**src/rtl/display_mux.sv**
```systemverilog
// display_mux: time-multiplexes two hex digits onto one shared seven-segment
// decoder with a dark interval between digits and double-buffered digit values.
// Frame: BLANK1 -> SHOW0 -> BLANK0 -> SHOW1, length 2*(DIGIT_CYCLES+BLANK_CYCLES).
// Optional build macro: DISPLAY_MUX_LZB_EN (leading-zero blanking of digit 1).
module display_mux #(
    parameter int DIGIT_CYCLES = 24000,
    parameter int BLANK_CYCLES = 240,
    parameter int CNT_W        = 16
) (
    input  logic       clk,
    input  logic       reset,
    input  logic [3:0] d0,
    input  logic [3:0] d1,
    input  logic       load,
    output logic [3:0] s,
    output logic [1:0] an,
    output logic       digit_sel,
    output logic       frame_tick
);

    typedef enum logic [1:0] {
        BLANK1 = 2'd0,
        SHOW0  = 2'd1,
        BLANK0 = 2'd2,
        SHOW1  = 2'd3
    } state_t;

    localparam logic [CNT_W-1:0] DIGIT_LAST = CNT_W'(DIGIT_CYCLES - 1);
    localparam logic [CNT_W-1:0] BLANK_LAST = CNT_W'(BLANK_CYCLES - 1);

    state_t           state;
    logic [CNT_W-1:0] cnt;
    logic [3:0]       pend0;
    logic [3:0]       pend1;
    logic [3:0]       disp0;
    logic [3:0]       disp1;
    logic [CNT_W-1:0] dwell_last;
    logic             dwell_done;
    logic             blank_entry;

    // Dwell end detection and the edge on which a blank state is entered.
    always_comb begin
        dwell_last  = BLANK_LAST;
        if (state == SHOW0 || state == SHOW1) begin
            dwell_last = DIGIT_LAST;
        end
        dwell_done  = (cnt == dwell_last);
        blank_entry = dwell_done && (state == SHOW0 || state == SHOW1);
    end

    // Dwell counter and state sequencing.
    always_ff @(posedge clk) begin
        if (reset) begin
            state <= BLANK1;
            cnt   <= '0;
        end else if (dwell_done) begin
            cnt <= '0;
            case (state)
                BLANK1:  state <= SHOW0;
                SHOW0:   state <= BLANK0;
                BLANK0:  state <= SHOW1;
                default: state <= BLANK1;
            endcase
        end else begin
            cnt <= cnt + CNT_W'(1);
        end
    end

    // Pending buffer: captures the digit inputs on every load strobe.
    always_ff @(posedge clk) begin
        if (reset) begin
            pend0 <= 4'h0;
            pend1 <= 4'h0;
        end else if (load) begin
            pend0 <= d0;
            pend1 <= d1;
        end
    end

    // Displayed buffer: only refreshed while entering a blank, so a lit digit
    // never changes; a coincident load lands one blank entry later.
    always_ff @(posedge clk) begin
        if (reset) begin
            disp0 <= 4'h0;
            disp1 <= 4'h0;
        end else if (blank_entry) begin
            disp0 <= pend0;
            disp1 <= pend1;
        end
    end

    // Output decode from state and registers only; BLANK1 presets digit 0 on s.
    always_comb begin
        an         = 2'b11;
        s          = disp0;
        digit_sel  = 1'b0;
        frame_tick = 1'b0;
        case (state)
            BLANK1: begin
                frame_tick = (cnt == BLANK_LAST);
            end
            SHOW0: begin
                an = 2'b10;
            end
            BLANK0: begin
                s         = disp1;
                digit_sel = 1'b1;
            end
            default: begin
                s         = disp1;
                digit_sel = 1'b1;
`ifdef DISPLAY_MUX_LZB_EN
                an        = (disp1 == 4'h0) ? 2'b11 : 2'b01;
`else
                an        = 2'b01;
`endif
            end
        endcase
    end

endmodule
```
**config.mk**
```make
export PLATFORM = sky130hd
export DESIGN_NAME = display_mux
export DESIGN_NICKNAME = d
export VERILOG_FILES = /design/src/rtl/display_mux.sv
export SDC_FILE = /design/constraint.sdc
export NUM_CORES = 1
export LEC_CHECK = 0
export ABC_AREA = 1
export CORE_MARGIN = 3
export CORE_UTILIZATION = 55
export DETAILED_ROUTE_END_ITERATION = 10
export PLACE_DENSITY_LB_ADDON = 0.12
export SLEW_MARGIN = 20
export SYNTH_ARGS = -nofsm -noshare
export SYNTH_HDL_FRONTEND = slang
export SYNTH_SLANG_ARGS = --single-unit
```
**constraint.sdc**
```tcl
create_clock -name clk -period 2.9 [get_ports clk]
set_clock_uncertainty 0.05 [all_clocks]
set_input_delay 0.29 -clock clk [delete_from_list [all_inputs] [get_ports clk]]
set_output_delay 0.29 -clock clk [all_outputs]
set_load 0.005 [all_outputs]
```
* Word-level counts from Yosys, hierarchy flattened *
Index checks and enable logic that the tools add are counted.
Widths: inputs -> output; s select.

storage, ports and cells
  flip-flop bits (word level) = 34
  input bits = 11
  output and inout port bits = 8
  logic and storage cells = 24

cells by class
  add/subtract/negate cells = 1
  eq/ne operators = 5
  mux-type cells = 6
  reductions and logical operators = 6

operator list
  operator               number
  $add 16x1->16 const B  1
  $eq 16x16->1           1
  $eq 16x8->1 const B    1
  $mux 15                1
  $pmux 2 s3             1
  $reduce_or 2->1        3
  $eq 2x2->1 const B     2
  $mux 4                 1
  $pmux 2 s2             1
  $eq 2x1->1 const B     1
  $logic_not 2->1        1
  $mux 1                 2
  $logic_and 1x1->1      1
  $logic_or 1x1->1       1

* Depth between registers and ports, before layout *
  depth after elaboration = 5
  depth in mapped cells = 10
  depth with buffers taken out = 9

* Least setup slack after synthesis *
OpenSTA, ideal clock, no wires.

  path kind = register to register
  start point = register cnt[0]
  end point = register cnt[15]
  library setup time = 0.115 ns
  arrival time = 1.372 ns
  data required time = 2.735 ns
  slack = 1.364 ns
  cell stages (with the launch flop) = 10
  path buffers = 1
  period minus slack after synthesis = 1.536 ns
  cell sequence = dfxtp_1 -> ha_1 -> nand2_2 -> nor2_4 -> nand2_4 -> nor2_4 -> nand3_1 -> nand2_2 -> buf_6 -> nor2_1

between the ends
  longest elaborated chain between the ends = 2
  elaborated cells on any way between the ends = 3
  classes of those cells = 1 x add/sub; 1 x eq/ne; 1 x reduce/logical

ends and longest elaborated chain
  element                                                                RTL line  source
  start: declaration                                                     32        logic [CNT_W-1:0] cnt;
  start signal: assignment                                               65        cnt <= cnt + CNT_W'(1);
  parallel branches: the longest is 2 deep, another holds $add 16x1->16  --

Several ways; the timed one is not identified.
A chain may end at the register's enable or synchronous reset.

* Worst setup path after layout *
  start point = register state[0]
  end point = output port s[1]

between the ends
  longest elaborated chain between the ends = 3
  elaborated cells on any way between the ends = 4
  classes of those cells = 1 x eq/ne; 1 x mux; 2 x reduce/logical

ends and longest elaborated chain
  element                                        RTL line  source
  start: declaration                             31        state_t state;
  start signal: assignment                       54        state <= BLANK1;
  start signal: assignment                       59        BLANK1: state <= SHOW0;
  start signal: assignment                       60        SHOW0: state <= BLANK0;
  $eq 2x1->1 or $logic_not 2->1 (tied branches)  98        case (state)
  $reduce_or 2->1 (no source line) (*)           --
  $mux 4 (*)                                     98
  end: declaration                               15        output logic [3:0] s,

Every way passes the cells marked *; elsewhere a longest branch is shown, timed or not.

==> impl_summary.txt <==
----------------------------------------------------
[Cells and area]
  Area delta synth->final ... 14.8%
  Non-filler cells in the finished layout ... 286
  Commonest cells after routing, fill and taps aside ... sky130_fd_sc_hd__nor2_1 (60), sky130_fd_sc_hd__nand2_1 (47), sky130_fd_sc_hd__dfxtp_1 (34)
  Ratio of cells with drive above 1 in the final layout ... 0.0549
  Post-layout util ... 0.670
  Final-stage net count ... 270
  Count of antenna diodes in the layout ... 0
  Final design area excluding fillers ... 1880 um2
  Most common library cell in the layout ignoring fill and taps ... sky130_fd_sc_hd__nor2_1

[Clocking]
  Sinks on Clock Net ... 34
  Number of hold buffers added after cts ... 0
  Number of buffers created by CTS ... 5
  Insertion delay to the later sink of the worst-skew pair ... 0.33 ns
  Root Buffer ... sky130_fd_sc_hd__clkbuf_4
  Number of resized instances in the post-cts repair step ... 0
  Number of buffers added for setup after CTS ... 0
  Clock Path Buffers ... 2
  Number of H-tree levels ... 2
  CTS tree ... done
  CTS clock-pin slew for the worst setup and hold paths ... 0.11 ns

[Worst hold path]
  Hold path cells ... 1
  Hold Path Sink ... cnt[0]$_SDFF_PP0_
  Worst hold start ... cnt[0]$_SDFF_PP0_
  Hold WC Path Type ... flip-flop to flip-flop

[Placement]
  Instance count after placement with tap cells included ... 278
  Port buffer count ... 18
  Pre-CTS setup slack ... 0.770 ns
  HPWL Detailed ... 2260 um
  Placer congestion estimate ... 0.853
  Placed Instance Area ... 1820 um2

[Synthesis]
  Number of synthesized register bits ... 34
  Mapped Area ... 1640 um2
  Syn avg cell area ... 7.05 um2
  Yosys cell types ... 21
  Cell count after synthesis ... 232
  Nets in the synthesized netlist ... 248
  Synth top area cells ... sky130_fd_sc_hd__dfxtp_1 (42%), sky130_fd_sc_hd__nor2_1 (14%), sky130_fd_sc_hd__nand2_1 (11%)
  Total of warnings raised by yosys ... 0
  Fraction of post-synthesis cell area in the top cell type by area ... 0.416
  Sequential cell area fraction in the yosys report ... 0.416
  Largest area contributor in the netlist ... sky130_fd_sc_hd__dfxtp_1

[Drt]
  1st-pass router iterations ... 4
  Remaining number of nets flagged by the antenna check after routing ... 0
  Vias/cell ... 4.89
  Iter 0 DRT Violations ... 72
  Residual DRC count ... 0
  Vias after detailed routing ... 1398
  Post-detailed-routing wire length ... 3020 um
  Wire length per cell after detailed routing ... 10.6 um

[Pwr]
  Share of total power in combinational logic ... 0.048
  Switching power summed over all nets ... 179 uW
  Switching share of power ... 0.226
  Peak ir drop on the vdd network ... 288 uV
  Internal portion of total power ... 614 uW
  Flop pwr share ... 0.610
  Power per Cell Area ... 422 nW/um2
  Total power consumption of the routed design ... 794 uW
  Clock network power share ... 0.342
  Static Leak ... 0.788 nW

[Global route]
  Overall routing resource usage ... 0.192
  GRT Residual Overflow ... 0
  Global-route met2 utilization ... 0.304
  Global-route wire length before repair ... 5250 um
  GR peak layer ... met2
  Antenna violations before repair ... 0
  Global Route met3 Usage ... 0.0447
  Global routing met1 resource utilization ... 0.251
  Maximum number of pins on one net before global-route repair ... 19
  Via count of the first global-routing pass ... 1269

[Timing]
  Setup TNS ... 0 ns
  Crit path setup slack, layout ... 0.405 ns
  Setup violations, final ... 0
  Final-report hold violation count ... 0
  Unrepaired setup endpoints after global routing ... no
  Period utilization ... 0.860
  Worst-case hold slack ... 0.419 ns
  Minimum period implied by the final worst setup slack ... 2.49 ns
  Final-report max-slew violation count ... 0
  Transition time at the pin with the least slew margin ... 0.518 ns
  Slew Limit Headroom ... 0.652
  Upper clock frequency limit ... 401 MHz

[Die]
  Std-Cell Rows ... 19
  Die outline width ... 60.6 um
  Floorplan Core Area ... 2810 um2
  Starting utilization of the core area ... 0.583
  Number of top-level pins ... 19
  Die height ... 60.6 um
  Overall die area ... 3670 um2

[Worst setup path]
  Worst R2R Path Depth ... 8
  Critical path capture point type ... output pin
  Crit Reg-Reg Startpoint ... cnt[0]$_SDFF_PP0_
  Stage delay of the slowest cell on the critical path ... 0.53 ns
  Data arrival at the endpoint of the critical path ... 2.15 ns
  Type of the worst setup path ... flip-flop to output pin
  CP Max Fanout ... 9
  Reg-to-reg setup timing slack ... 1.13 ns
  Startpoint types ... flip-flop
  Data required time at the worst endpoint ... 2.56 ns
  Highest-delay cell along the critical path ... sky130_fd_sc_hd__clkdlybuf4s50_1
  Crit path buffers/inverters ... 2
  Critical path's top delay family ... buffers and inverters
  Cells traversed along the worst timing path ... inv_1, ha_1, nor2_1, nand2_1, o21ai_0, clkdlybuf4s50_1
  R2R Path End ... cnt[6]$_SDFF_PP0_

[Flow run]
  Number of max-capacitance violations reported ... 0

[Status]
  Result of the run ... finished, final reports clean

----------------------------------------------------
cell type report:
type / count / area (um2)
clock inverter: 1 / 5.00
tap: 31 / 38.8
fill: 262 / 926
sequential: 34 / 681
multi-input combinational: 169 / 822
timing repair buffer: 18 / 180
inverter: 26 / 97.6
clock buffer: 7 / 55.1
flip-flops by register name, summed over array words and instances, names as in the netlist:
signal,flops
pend1,4
disp0,4
cnt,16
disp1,4
state,2
pend0,4
worst max path at each step:
stage,startpoint,end,slack [ns],cells after the start
5_1_grt,state[0]$_SDFFE_PP0N_,s[2],0.25,6
3_5_place_dp,state[0]$_SDFFE_PP0N_,s[1],0.77,6
2_1_floorplan,cnt[0]$_SDFF_PP0_,cnt[15]$_SDFF_PP0_,1.36,9
4_1_cts,state[0]$_SDFFE_PP0N_,s[1],0.39,6
6_report,state[0]$_SDFFE_PP0N_,s[1],0.41,6
3_3_place_gp,state[0]$_SDFFE_PP0N_,s[0],0.84,6
kinds of logic after synthesis:
group / after synthesis / share of synthesized area
XOR/XNOR: 7 / 0.0375
AND/OR/NAND/NOR: 139 / 0.371
adder cells (fa/ha/maj): 5 / 0.0382
AO/OA/AOI/OAI: 18 / 0.0558
flip-flops: 34 / 0.416
buffers and inverters: 29 / 0.0818
layer usage:
layer,vias to the layer above,wire length [um]
met5,-,0
li1,767,-
met2,35,1320
met1,591,1520
met4,0,43
met3,5,143
power groups by stage:
stage	logic [mW]	clock network, mW	registers (mW)
finish	0.0382	0.271	0.484
global route	0.0441	0.303	0.486
CTS	0.0391	0.280	0.484
detailed placement	0.0386	0	0.495
global placement	0.0378	0	0.495
floorplan	0.0223	0	0.493
cell usage after synthesis (all sizes together):
master / number
buf: 2
ha: 5
clkbuf: 1
nand2: 50
nor3b: 1
dfxtp: 34
nand3: 10
nor2: 62
inv: 26
xnor2: 2
nor3: 11
or2: 1
xor2: 5
a21oi: 5
o21ai: 12
a31oi: 1
nand4: 4
No activity file was read; power rests on OpenSTA's default activity.
